==> src/rtl/lsu_pkg.sv <==
// Shared definitions for the load/store unit: RV32I size/sign codes,
// opcode constants, the controller state type and size decoding.
package lsu_pkg;

  // funct3 size/sign codes
  localparam logic [2:0] F3_B  = 3'b000;
  localparam logic [2:0] F3_H  = 3'b001;
  localparam logic [2:0] F3_W  = 3'b010;
  localparam logic [2:0] F3_BU = 3'b100;
  localparam logic [2:0] F3_HU = 3'b101;

  // Direction of an access as carried on req_we
  localparam logic OP_LOAD  = 1'b0;
  localparam logic OP_STORE = 1'b1;

  typedef enum logic [1:0] {
    ST_IDLE,
    ST_ISSUE,
    ST_WAIT,
    ST_RESP
  } lsu_state_e;

  // Access size in bytes; 0 for an undefined size code.
  function automatic logic [2:0] size_bytes(input logic [2:0] funct3);
    logic [2:0] size;
    case (funct3[1:0])
      2'b00:   size = 3'd1;
      2'b01:   size = 3'd2;
      2'b10:   size = 3'd4;
      default: size = 3'd0;
    endcase
    return size;
  endfunction

  // Legal codes: all five for loads, only the signed-width codes for stores.
  function automatic logic funct3_legal(input logic we, input logic [2:0] funct3);
    logic legal;
    case (funct3)
      F3_B, F3_H, F3_W: legal = 1'b1;
      F3_BU, F3_HU:     legal = (we == OP_LOAD);
      default:          legal = 1'b0;
    endcase
    return legal;
  endfunction

endpackage

==> src/rtl/lsu_align.sv <==
// Combinational lane logic: byte-enable mask over two words, store data
// lane shift with masked-off lanes zeroed, and load extract/extend.
module lsu_align
  import lsu_pkg::*;
(
  input  logic [2:0]  funct3_i,
  input  logic [1:0]  off_i,
  input  logic [31:0] wdata_i,
  input  logic [31:0] lo_word_i,
  input  logic [31:0] hi_word_i,
  output logic        cross_o,
  output logic [7:0]  mask_o,
  output logic [63:0] sdata_o,
  output logic [31:0] ldata_o
);

  logic [2:0]  size;
  logic [7:0]  base_mask;
  logic [63:0] shifted;
  logic [63:0] loaded;
  logic [31:0] raw;
  logic        sign_ext;

  // Mask, store shift and load extraction for the current access
  always_comb begin
    // NOTE: every combinational output gets a default first so no path
    // leaves it unassigned, which would infer a latch.
    base_mask = 8'h00;
    sdata_o   = '0;
    ldata_o   = '0;

    size     = size_bytes(funct3_i);
    sign_ext = ~funct3_i[2];

    case (size)
      3'd1:    base_mask = 8'h01;
      3'd2:    base_mask = 8'h03;
      3'd4:    base_mask = 8'h0F;
      default: base_mask = 8'h00;
    endcase
    mask_o  = base_mask << off_i;
    cross_o = ({2'b00, off_i} + {1'b0, size}) > 4'd4;

    shifted = {32'h0, wdata_i} << {off_i, 3'b000};
    for (int i = 0; i < 8; i++) begin
      sdata_o[8*i +: 8] = mask_o[i] ? shifted[8*i +: 8] : 8'h00;
    end

    loaded = {hi_word_i, lo_word_i} >> {off_i, 3'b000};
    raw    = loaded[31:0];
    case (size)
      3'd1:    ldata_o = {{24{sign_ext & raw[7]}}, raw[7:0]};
      3'd2:    ldata_o = {{16{sign_ext & raw[15]}}, raw[15:0]};
      3'd4:    ldata_o = raw;
      default: ldata_o = '0;
    endcase
  end

endmodule

==> src/rtl/lsu_split_access.sv <==
// Load/store unit front end: accepts one pipeline access at a time, issues
// one or two word-aligned memory beats, and returns an extended load result.
module lsu_split_access
  import lsu_pkg::*;
#(
  parameter int unsigned ADDR_W      = 32,
  parameter int unsigned MISALIGN_EN = 1
) (
  input  logic              clk,
  input  logic              rst,
  input  logic              req_valid,
  input  logic              req_we,
  input  logic [2:0]        req_funct3,
  input  logic [ADDR_W-1:0] req_addr,
  input  logic [31:0]       req_wdata,
  output logic              ready,
  output logic              done,
  output logic              err,
  output logic [31:0]       rdata,
  output logic              mem_req,
  output logic              mem_we,
  output logic [ADDR_W-1:0] mem_addr,
  output logic [3:0]        mem_mask,
  output logic [31:0]       mem_wdata,
  input  logic              mem_gnt,
  input  logic              mem_rvalid,
  input  logic [31:0]       mem_rdata
);

  lsu_state_e        state_q;

  // Captured request
  logic              we_q;
  logic [2:0]        funct3_q;
  logic [ADDR_W-1:0] addr_q;
  logic [31:0]       wdata_q;
  logic              split_q;
  logic              second_q;
  logic [31:0]       beat1_q;

  // Registered outputs
  logic              ready_q;
  logic              done_q;
  logic              err_q;
  logic [31:0]       rdata_q;
  logic              mem_req_q;
  logic              mem_we_q;
  logic [ADDR_W-1:0] mem_addr_q;
  logic [3:0]        mem_mask_q;
  logic [31:0]       mem_wdata_q;

  // Align-unit operands and results
  logic              idle;
  logic [2:0]        al_funct3;
  logic [1:0]        al_off;
  logic [31:0]       al_wdata;
  logic [31:0]       al_lo;
  logic [31:0]       al_hi;
  logic              al_cross;
  logic [7:0]        al_mask;
  logic [63:0]       al_sdata;
  logic [31:0]       al_ldata;

  logic              req_err;
  logic              req_split;
  logic [ADDR_W-3:0] word_next;
  logic [ADDR_W-1:0] beat2_addr_d;

  // Align unit sees the live request in IDLE and the captured one afterwards
  always_comb begin
    idle      = (state_q == ST_IDLE);
    al_funct3 = idle ? req_funct3     : funct3_q;
    al_off    = idle ? req_addr[1:0]  : addr_q[1:0];
    al_wdata  = idle ? req_wdata      : wdata_q;
    al_lo     = split_q ? beat1_q   : mem_rdata;
    al_hi     = split_q ? mem_rdata : 32'h0;
  end

  lsu_align u_align (
    .funct3_i  (al_funct3),
    .off_i     (al_off),
    .wdata_i   (al_wdata),
    .lo_word_i (al_lo),
    .hi_word_i (al_hi),
    .cross_o   (al_cross),
    .mask_o    (al_mask),
    .sdata_o   (al_sdata),
    .ldata_o   (al_ldata)
  );

  // Request classification and the wrapping second-beat address
  always_comb begin
    req_err      = !funct3_legal(req_we, req_funct3) || (al_cross && (MISALIGN_EN == 0));
    req_split    = al_cross && (MISALIGN_EN != 0);
    word_next    = addr_q[ADDR_W-1:2] + (ADDR_W-2)'(1);
    beat2_addr_d = {word_next, 2'b00};
  end

  // Controller: request capture, beat sequencing and registered outputs
  always_ff @(posedge clk or posedge rst) begin
    if (rst) begin
      // NOTE: the beat-1 buffer is a plain register, so it is cleared with
      // everything else; a stale half-word never leaks into a later load.
      state_q     <= ST_IDLE;
      we_q        <= 1'b0;
      funct3_q    <= '0;
      addr_q      <= '0;
      wdata_q     <= '0;
      split_q     <= 1'b0;
      second_q    <= 1'b0;
      beat1_q     <= '0;
      ready_q     <= 1'b1;
      done_q      <= 1'b0;
      err_q       <= 1'b0;
      rdata_q     <= '0;
      mem_req_q   <= 1'b0;
      mem_we_q    <= 1'b0;
      mem_addr_q  <= '0;
      mem_mask_q  <= '0;
      mem_wdata_q <= '0;
    end else begin
      // NOTE: state updates use non-blocking assignments so every branch
      // reads the pre-edge values, matching the flip-flops being built.
      case (state_q)
        ST_IDLE: begin
          if (req_valid) begin
            we_q     <= req_we;
            funct3_q <= req_funct3;
            addr_q   <= req_addr;
            wdata_q  <= req_wdata;
            split_q  <= req_split;
            second_q <= 1'b0;
            ready_q  <= 1'b0;
            if (req_err) begin
              state_q <= ST_RESP;
              done_q  <= 1'b1;
              err_q   <= 1'b1;
              rdata_q <= '0;
            end else begin
              state_q     <= ST_ISSUE;
              mem_req_q   <= 1'b1;
              mem_we_q    <= req_we;
              mem_addr_q  <= {req_addr[ADDR_W-1:2], 2'b00};
              mem_mask_q  <= al_mask[3:0];
              mem_wdata_q <= al_sdata[31:0];
            end
          end
        end

        ST_ISSUE: begin
          if (mem_gnt) begin
            mem_req_q <= 1'b0;
            mem_we_q  <= 1'b0;
            state_q   <= ST_WAIT;
          end
        end

        ST_WAIT: begin
          if (mem_rvalid) begin
            if (split_q && !second_q) begin
              beat1_q     <= mem_rdata;
              second_q    <= 1'b1;
              state_q     <= ST_ISSUE;
              mem_req_q   <= 1'b1;
              mem_we_q    <= we_q;
              mem_addr_q  <= beat2_addr_d;
              mem_mask_q  <= al_mask[7:4];
              mem_wdata_q <= al_sdata[63:32];
            end else begin
              state_q <= ST_RESP;
              done_q  <= 1'b1;
              rdata_q <= (we_q == OP_STORE) ? 32'h0 : al_ldata;
            end
          end
        end

        ST_RESP: begin
          done_q  <= 1'b0;
          err_q   <= 1'b0;
          rdata_q <= '0;
          ready_q <= 1'b1;
          state_q <= ST_IDLE;
        end

        default: state_q <= ST_IDLE;
      endcase
    end
  end

  assign ready     = ready_q;
  assign done      = done_q;
  assign err       = err_q;
  assign rdata     = rdata_q;
  assign mem_req   = mem_req_q;
  assign mem_we    = mem_we_q;
  assign mem_addr  = mem_addr_q;
  assign mem_mask  = mem_mask_q;
  assign mem_wdata = mem_wdata_q;

endmodule

==> config.mk <==
export PLATFORM = sky130hd
export DESIGN_NAME = lsu_split_access
export DESIGN_NICKNAME = d
export VERILOG_FILES = /design/src/rtl/lsu_pkg.sv /design/src/rtl/lsu_align.sv /design/src/rtl/lsu_split_access.sv
export SDC_FILE = /design/constraint.sdc
export NUM_CORES = 1
export LEC_CHECK = 0
export BUFFER_PORTS_ARGS = -buffer_cell sky130_fd_sc_hd__clkbuf_2
export CAP_MARGIN = 15
export CORE_ASPECT_RATIO = 2
export CORE_MARGIN = 5
export CORE_UTILIZATION = 55
export DETAILED_ROUTE_END_ITERATION = 16
export PLACE_DENSITY = 0.79
export SYNTH_ARGS = -nofsm -noshare
export SYNTH_HDL_FRONTEND = slang
export SYNTH_SLANG_ARGS = --single-unit
export TNS_END_PERCENT = 20
==> constraint.sdc <==
create_clock -name clk -period 9.6 [get_ports clk]
set_input_delay 1.92 -clock clk [delete_from_list [all_inputs] [get_ports clk]]
set_output_delay 1.92 -clock clk [all_outputs]
set_load 0.01 [all_outputs]
# --- Word-level counts from Yosys, hierarchy flattened ---
# Cells that the tools add are included.
classes:
  order_cmp: 1
  n_addsub: 2
  reduce_logical: 20
  n_bitwise: 4
  n_eq_ne: 19
  shifts: 3
  muxes: 64
op_table:
  columns: ["op", "count"]
  rows:
  - ["two-way mux 32 bit", 16]
  - ["case mux 32 bit (3 select lines)", 2]
  - ["case mux 32 bit (2 select lines)", 2]
  - ["two-way mux 8 bit", 8]
  - ["<< shifter 32 x 5 -> 64 bit", 1]
  - [">> shifter 64 x 5 -> 32 bit", 1]
  - ["adder 30 x 1 -> 30 bit (second input constant)", 1]
  - ["two-way mux 4 bit", 4]
  - ["two-way mux 1 bit", 14]
  - ["two-way mux 2 bit", 6]
  - ["inequality test 2 bit (second input constant)", 6]
  - ["case mux 4 bit (3 select lines)", 1]
  - ["AND reduction 5 bit", 2]
  - ["equality test 3 bit (second input constant)", 3]
  - ["case mux 1 bit (3 select lines)", 3]
  - ["case mux 3 bit (3 select lines)", 1]
  - ["AND reduction 3 bit", 3]
  - ["case mux 1 bit (2 select lines)", 4]
  - ["case mux 2 bit (4 select lines)", 1]
  - ["case mux 4 bit (2 select lines)", 1]
  - ["<< shifter 4 x 2 -> 8 bit", 1]
  - ["equality test 2 bit (second input constant)", 3]
  - ["equality test 3 x 1 -> 1 bit (second input constant)", 2]
  - ["equality test 3 x 2 -> 1 bit (second input constant)", 2]
  - ["18 further kinds", 25]
totals:
  output_inout_bits: 105
  inputBits: 105
  regBits: 209

# --- Longest topological paths before layout ---
# Gate-level depths: netlist (run 1).
depth:
  depth_word: 11
  ltp_mapped: 15
  mapped_depth_nobuf: 10

# --- By module ---
# A second synthesis (run 1) with hierarchy kept.
unflattened:
  hier_cells: 1227
  area_unflattened_um2: 12764.7
modules_own_cells:
  columns: ["module", "cells_each", "n_inst", "area_per_inst_um2", "seq_area_each_um2"]
  rows:
  - ["lsu_split_access", 920, 1, 10104.7, 5181.2]
  - ["lsu_align", 307, 1, 2660.1, 0.0]

# --- Worst setup path before layout (run 1) ---
# No wires, ideal clock.
synth_timing:
  kind: "input to register"
  startpoint: "input port req_addr[0]"
  endpoint: "register split_q"
  path_slack_ps: 5310
  required_time_ps: 9466
  n_path_buf: 4
  arrival_time_ps: 4156
  cell_stages: 12
  path_cell_list: "buf_2 -> mux2i_2 -> inv_2 -> buf_2 -> buf_2 -> clkbuf_1 -> ha_1 -> inv_1 -> fa_1 -> xnor2_1 -> a221oi_1 -> a21oi_1"
synth_via:
  elab_chain_len: 3
synth_lines:
  columns: ["item", "line", "text"]
  rows:
  - ["start, declared", "lsu_split_access.sv:14", "input logic [ADDR_W-1:0] req_addr,"]
  - ["two-way mux 2 bit", "lsu_split_access.sv:73", "al_off = idle ? req_addr[1:0] : addr_q[1:0];"]
  - ["adder 2 x 3 -> 4 bit", "lsu_align.sv:42", "cross_o = ({2'b00, off_i} + {1'b0, size}) > 4'd4;"]
  - ["> comparator 4 x 3 -> 1 bit", "lsu_align.sv:42", null]
  - ["end signal, assigned", "lsu_split_access.sv:131", "split_q <= req_split;"]
  - ["end, declared", "lsu_split_access.sv:37", "logic split_q;"]
# Every way passes these cells.
# A chain may end at the register's enable or synchronous reset.

# --- Worst setup path in the final report (run 1) ---
layout_timing:
  startpoint: "input port req_addr[0]"
  endpoint: "register rdata_q[28], in the netlist rdata[28]"
layout_via:
  elab_chain_len: 8
  elab_cells_between_ends: 9
  cone_classes: "1 x shift; 6 x mux; 2 x bitwise"
layout_lines:
  columns: ["item", "line", "text"]
  rows:
  - ["two-way mux 2 bit (*)", "lsu_split_access.sv:73", null]
  - [">> shifter 64 x 5 -> 32 bit (*)", "lsu_align.sv:49", "loaded = {hi_word_i, lo_word_i} >> {off_i, 3'b000};"]
  - ["bitwise AND 1 bit, on equally long branches", "lsu_align.sv:53, lsu_align.sv:52", null]
  - ["case mux 32 bit (3 select lines) (*)", "lsu_align.sv:51", "case (size)"]
  - ["two-way mux 32 bit (*)", "lsu_split_access.sv:172", "rdata_q <= (we_q == OP_STORE) ? 32'h0 : al_ldata;"]
  - ["two-way mux 32 bit (*)", "lsu_split_access.sv:160", "if (split_q && !second_q) begin"]
  - ["two-way mux 32 bit (*)", "lsu_split_access.sv:159", "if (mem_rvalid) begin"]
  - ["case mux 32 bit (3 select lines) (*)", "lsu_split_access.sv:124", "case (state_q)"]
  - ["end signal, assigned", "lsu_split_access.sv:172", null]
  - ["end, declared", "lsu_split_access.sv:45", "logic [31:0] rdata_q;"]
# Every way passes the cells marked *; elsewhere a longest branch is shown, timed or not. The select of a mux whose other input is x is not followed.

==> results of run 1 <==
[registers in the layout, indices dropped and copies added, names as in the netlist]
register,flops
addr_q,32
beat1_q,32
done,1
err,1
funct3_q,3
mem_addr,30
mem_mask,4
mem_req,1
mem_wdata,32
mem_we,1
rdata,32
ready,1
second_q,1
split_q,1
state_q,2
wdata_q,32
we_q,1
[synthesized netlist by cell type, types with 17 or more instances]
| cell type | instances |
|---|---|
| sky130_fd_sc_hd__xnor2_1 | 17 |
| sky130_fd_sc_hd__o21ai_0 | 66 |
| sky130_fd_sc_hd__nor2_1 | 47 |
| sky130_fd_sc_hd__dfrtp_1 | 206 |
| sky130_fd_sc_hd__nand2_1 | 148 |
| sky130_fd_sc_hd__mux2i_1 | 74 |
| sky130_fd_sc_hd__clkbuf_1 | 62 |
| sky130_fd_sc_hd__mux2_2 | 118 |
| sky130_fd_sc_hd__a22oi_1 | 28 |
| sky130_fd_sc_hd__mux4_2 | 19 |
| sky130_fd_sc_hd__a21oi_1 | 42 |
| sky130_fd_sc_hd__nand3_1 | 57 |
[routing by layer]
metal / routed length [um] / GRT usage
met5: 0 / 0
met4: 2090 / 0.149
met3: 1930 / 0.0336
met2: 17300 / 0.483
met1: 11300 / 0.295
[per-stage QoR]
stage | setup WS, ps | cell area (um^2) | hold WS, ps
finish | 5090 | 13400 | 479
global route | 4880 | 13400 | 508
CTS | 5110 | 13400 | 486
detailed placement | 4620 | 12700 | 471
global placement | 4720 | 12700 | 460
floorplan | 2030 | 11600 | 451
[logic make-up (layout without fill, tap and decap cells)]
| family | after synthesis | after routing | synth area share |
|---|---|---|---|
| adder cells (fa/ha/maj) | 14 | 14 | 0.0158 |
| AO/OA/AOI/OAI | 230 | 230 | 0.126 |
| other | 1 | 2 | 0.000323 |
| multiplexers | 213 | 213 | 0.218 |
| buffers and inverters | 102 | 267 | 0.0364 |
| XOR/XNOR | 26 | 26 | 0.0196 |
| AND/OR/NAND/NOR | 334 | 334 | 0.137 |
| flip-flops | 207 | 207 | 0.447 |
[where the power goes]
group	switching, mW	internal [mW]
Sequential	0.297	1.26
Combinational	1.50	1.07
Clock	0.336	0.449
[worst max path at each step]
stage	end	cells past startpoint	slack [ps]
final	rdata[28]$_DFFE_PP0P_	7	5090
after global routing	rdata[22]$_DFFE_PP0P_	7	4880
after CTS	rdata[28]$_DFFE_PP0P_	7	5110
after detailed placement	rdata[28]$_DFFE_PP0P_	7	4620
after global placement	rdata[27]$_DFFE_PP0P_	7	4720
after floorplan	addr_q[0]$_DFFE_PP0P_	1	2030
[worst max-delay path, stage by stage]
cell	delay [ps]
sky130_fd_sc_hd__clkbuf_2	480
sky130_fd_sc_hd__mux2i_4	150
sky130_fd_sc_hd__inv_2	780
sky130_fd_sc_hd__mux4_2	420
sky130_fd_sc_hd__nor4_4	90
sky130_fd_sc_hd__a21oi_2	760
sky130_fd_sc_hd__nand3_1	180
[placed cells by master, fill, tap and decap left out, drive strengths merged, types with 3 or more instances in the layout]
cell type	n
a211oi	10
a21oi	44
a221oi	4
a22oi	28
a32oi	11
and2	3
and3	3
and4	5
buf	8
clkbuf	235
clkinv	4
dfrtp	206
ha	13
inv	18
mux2	119
mux2i	75
mux4	19
nand2	152
nand3	63
nand4	7
nor2	47
nor2b	10
nor3	17
nor4	7
o211ai	14
o21a	4
o21ai	75
o22ai	13
o31ai	10
or3	9
xnor2	17
xor2	9
[final cells by class]
class	count	area share
timing repair buffer	215	0.0821
inverter	18	0.00562
clock buffer	28	0.0436
sequential	207	0.388
multi-input combinational	819	0.451
clock inverter	6	0.00431
tap	269	0.0252
==> impl_results.md, run 1 <==
* First-iteration detailed-routing DRC count at 652
* Final sum of negative setup slack at 0 ps
* Final clock skew at 13.2 ps
* Area of the die at 0.0243 mm^2
* First-pass detailed-route iteration total at 5
* Total clock buffers created by CTS at 20
* Worst Hold End: mem_addr[15]$_DFFE_PP0P_
* Proportion of netlist area held by the largest area contributor at 0.444
* Type of the worst setup path: in -> reg
* Slew Limit Headroom at 0.241
* Initial antenna violation count at 0
* Post-Route WL at between 30000 and 40000 um
* Register area at 0.00518 mm^2
* Category of the worst setup path launch point: primary input
* Die Span Y at 215 um
* CTS tree: built
* Maximum number of pins on one net before global-route repair at 139
* Sequential cell area fraction in the yosys report at 0.447
* HPWL Detailed at between 20000 and 25000 um
* Reg2reg path depth at 9
* Die width at 113 um
* Number of buffers inserted by post-CTS setup repair at 0
* GRT Residual Overflow at 0
* Area taken by multi-input logic gates at 0.00603 mm^2
* Post-route DRC at 0
* Share of flip-flops with an asynchronous set or reset at 1.00
* Number of max-slew violations in the final report at 0
* Power density of the placed cells at 368 mW/mm^2
* Worst Setup End Kind: flop
* Fin util at 0.638
* Post-synthesis cell count at roughly 1100
* Top-level I/O count at 210
* Placed Instances at 1528
* Setup slack, reg-to-reg at 5460 ps
* Critical path fanouts, max at 48
* Number of setup violations in the final report at 0
* Core box area at 0.0209 mm^2
* Dominant register cell in the synthesized netlist: sky130_fd_sc_hd__dfrtp_1
* Hold buffer count at cts at 0
* Hold path depth at 2
* Reg2reg end: rdata[28]$_DFFE_PP0P_
* Total number of placement rows at 75
* Run status: completed
* MaxCap Viol Count at 0
* Layout Nets at 1400
* Total via count after detailed routing at 9538
* Arr. time, crit path at 4820 ps
* Library cell occupying the most area in the post-synthesis netlist: sky130_fd_sc_hd__dfrtp_1
* Final routed wire length divided by cell count at between 20 and 25 um
* RSZ-0062 raised after global routing: no
* Deepest clock path buffer count at 3
* Highest Clock Rate at 222 MHz
* Sink count of the clock tree at 207
* Final Wtd Congestion at 0.902
* PostCTS Resize Cnt at 0
* Share of the clock period used by the worst path after layout at 0.469
* Fin. Hold Viols at 0
* Start point of the critical path: req_addr[0]
* CTS clk-pin slew, worst paths at around 60 ps
* Fraction of layout instances using a drive strength above 1 at 0.317
* Netlist Area Pre-Place at 0.0116 mm^2
* Design Power at 4.92 mW
* Routed Antenna Nets at 0
* Worst-margin pin slew at 1140 ps
* Clock insertion delay at the later pin of the skew report at 490 ps
* Netlist cell types at slightly above 70
* Starting density of the core at 0.554
* Number of storage elements in the synthesis netlist at 207
* Data required time of the worst path at approximately 9900 ps
* Number of enable flip-flop cells after synthesis at 0
* Total routing resource utilization after global routing at 0.266
* Via density per instance at 6.11
* Static leakage power at 6.17 nW
* Launch point of the worst reg-to-reg path: state_q[0]$_DFFE_PP0P_
* Post-Layout Cell Count at 1562
* Maximum level of the CTS H-tree at 1
* Fillers at 1728
* ANT cells at 0
* First-pass GRT wire length at 52400 um
* Maximum vdd ir drop at 231 uV
* YS warnings at 0
* Minimum clock period after layout at 4510 ps
* Cells taking the most area after synthesis: sky130_fd_sc_hd__dfrtp_1, sky130_fd_sc_hd__mux2_2, sky130_fd_sc_hd__mux2i_1, sky130_fd_sc_hd__nand2_1, sky130_fd_sc_hd__mux4_2
* Buffers on Ports at slightly above 200
* Synth-to-layout area growth at 15.2%
* Hold WC Path Type: reg -> reg
* CTS Root Buffer Type: sky130_fd_sc_hd__clkbuf_16
* Hold path startpoint: mem_addr[15]$_DFFE_PP0P_
* Mapped Avg Cell Area at ~10 um^2
* Number of global-route vias before repair at 9824
Note: power is estimated with default switching activity, not from simulation.
==> run 2: changes to the inputs <==
- CORE_UTILIZATION: 55 -> 51
- PLACE_DENSITY: 0.79 -> 0.77
- clock period: 9.6 -> 3.8 ns (I/O delays scaled with it)
==> impl_results.md, run 2 (same netlist as run 1, synthesis figures left out) <==
* GRT Residual Overflow at 0
* Slew Limit Headroom at 0.229
* Maximum number of pins on one net before global-route repair at 83
* Start point of the critical path: state_q[0]$_DFFE_PP0P_
* Number of buffer and inverter stages on the critical path at 2
* Fin util at 0.600
* Placed Instances at between 1500 and 2000
* Sequential fraction of design power at 0.317
* Arr. time, crit path at 3840 ps
* Hold buffer count at cts at 0
* Area of the die at around 0.026 mm^2
* Total routing resource utilization after global routing at 0.254
* Buffers on Ports at roughly 210
* Fraction of power spent switching nets at 0.430
* Register area at between 0.005 and 0.006 mm^2
* Top library cells by usage in the layout, fill and taps aside: sky130_fd_sc_hd__clkbuf_2, sky130_fd_sc_hd__dfrtp_1, sky130_fd_sc_hd__nand2_1
* Power share of the clock group at 0.159
* Fraction of layout instances using a drive strength above 1 at 0.326
* Layout Nets at 1419
* CTS Root Buffer Type: sky130_fd_sc_hd__clkbuf_16
* Most common cell after layout, fill and taps aside: sky130_fd_sc_hd__clkbuf_2
* Area taken by multi-input logic gates at 0.00603 mm^2
* Static leakage power at 6.26 nW
* Synth-to-layout area growth at 16.6%
* Run status: completed
* RSZ-0062 raised after global routing: no
* Net switching component of the power at 5.37 mW
* HPWL Detailed at 24700 um
* MaxCap Viol Count at 0
* Final sum of negative setup slack at 0 ps
* Internal Pwr Total at 7.11 mW
* Total via count after detailed routing at 9533
* Share of the clock period used by the worst path after layout at 0.899
* Data required time of the worst path at 4220 ps
* Worst-margin pin slew at 1150 ps
* Power share of the combinational group at 0.524
* Core box area at about 0.023 mm^2
* CP Cell Sequence: inv_1 > ha_2 > mux2i_1 > inv_1 > ha_1 > nand4bb_1 > or4_1 > nor4_4 > a21oi_2 > nand3_1
* Category of the worst setup path launch point: flop
* PostCTS Resize Cnt at 0
* Met2 wirelength from detailed routing at around 17000 um
* Max incr delay on CP at 640 ps
* Type of the worst setup path: reg -> reg
* Library cell appearing most often on the critical path: sky130_fd_sc_hd__inv_1
* Critical path fanouts, max at 16
* First-pass GRT wire length at 52300 um
* Worst Setup End Kind: flop
* Post-Route WL at 32900 um
* Number of global-route vias before repair at between 9000 and 10000
* Met3 wirelength from detailed routing at roughly 2000 um
* Number of buffers inserted by post-CTS setup repair at 0
* CTS clk-pin slew, worst paths at around 70 ps
* Highest Clock Rate at 293 MHz
* Via density per instance at 5.99
* Top-level I/O count at 210
* Fin. Hold Viols at 0
* Die width at 117 um
* Deepest clock path buffer count at 3
* Number of setup violations in the final report at 0
* Clock insertion delay at the later pin of the skew report at between 500 and 600 ps
* Maximum vdd ir drop at approximately 530 uV
* Initial antenna violation count at 1
* Total number of placement rows at 78
* CTS tree: built
* Hold WC Path Type: in -> async
* Power density of the placed cells at 922 mW/mm^2
* Highest metal used: met4
* Final Wtd Congestion at between 0.8 and 0.9
* Die Span Y at 223 um
* Routed Antenna Nets at 0
* First-iteration detailed-routing DRC count at 610
* Maximum level of the CTS H-tree at 1
* Post-Route M1 WL at approximately 11000 um
* Sink count of the clock tree at between 200 and 250
* First-pass detailed-route iteration total at 4
* Post-route DRC at 0
* Cell family with the largest share of critical-path delay: simple AND/OR/NAND/NOR gates
* Launch point of the worst reg-to-reg path: state_q[0]$_DFFE_PP0P_
* Fillers at 1923
* Total clock buffers created by CTS at 21
* Minimum clock period after layout at 3410 ps
* Max stage delay cell, worst path: sky130_fd_sc_hd__or4_1
* Final clock skew at 20.3 ps
* Number of max-slew violations in the final report at 0
* Post-Layout Cell Count at 1592
* Starting density of the core at 0.514
* Final routed wire length divided by cell count at between 20 and 25 um
-- run 2: per-layer routing --
layer | vias to the layer above | GRT usage
met3 | 108 | 0.0404
li1 | 4438 | -
met5 | - | 0
met4 | 0 | 0.156
met2 | 349 | 0.453
met1 | 4638 | 0.272
-- run 2: metrics by stage --
step	setup WS (ps)	instance area (um^2)	hold slack, ps	total power [mW]
2_1_floorplan	-84.3	11600	451	8.56
3_3_place_gp	538	12900	459	10.3
3_5_place_dp	408	12900	465	10.5
4_1_cts	368	13500	272	12.5
5_1_grt	149	13500	304	13.4
6_report	385	13500	278	12.5
-- run 2: power by group through the flow --
stage | registers [mW] | clock network, mW | logic [mW]
floorplan | 3.93 | 0 | 4.63
global placement | 3.92 | 0 | 6.34
detailed placement | 3.98 | 0 | 6.51
CTS | 3.95 | 2.03 | 6.55
global route | 4.08 | 2.10 | 7.18
finish | 3.96 | 1.99 | 6.53
-- run 2: path summary, 6_finish.rpt --
| check | cells past startpoint | slack, ps | to |
|---|---|---|---|
| min in group clk | 2 | 470 | mem_wdata[29]$_DFFE_PP0P_ |
| max in group asynchronous | 3 | 2660 | beat1_q[9]$_DFFE_PP0P_ |
| setup / recovery | 10 | 390 | rdata[27]$_DFFE_PP0P_ |
| setup reg to reg | 10 | 390 | rdata[27]$_DFFE_PP0P_ |
| hold / removal | 2 | 280 | mem_wdata[6]$_DFFE_PP0P_ |
| hold reg to reg | 2 | 470 | mem_wdata[29]$_DFFE_PP0P_ |
-- run 2: worst register-to-register path, delay by kind of cell, from the launching register on --
family	cells	cell delay (ps)
AOI/OAI and AO/OA	1	260
adders and majority gates	2	560
buffers and inverters	2	240
DFF	1	420
muxes	1	390
and+or+nand+nor	4	1460
-- run 2: area by class of cell --
cell class / instances / share of cell area
inverters: 18 / 0.00527
diodes: 2 / 0.000370
clock inverters: 5 / 0.00388
well taps: 280 / 0.0259
flip-flops and latches: 207 / 0.383
repair buffers: 233 / 0.0929
multi-input cells: 819 / 0.446
clock buffers: 28 / 0.0430
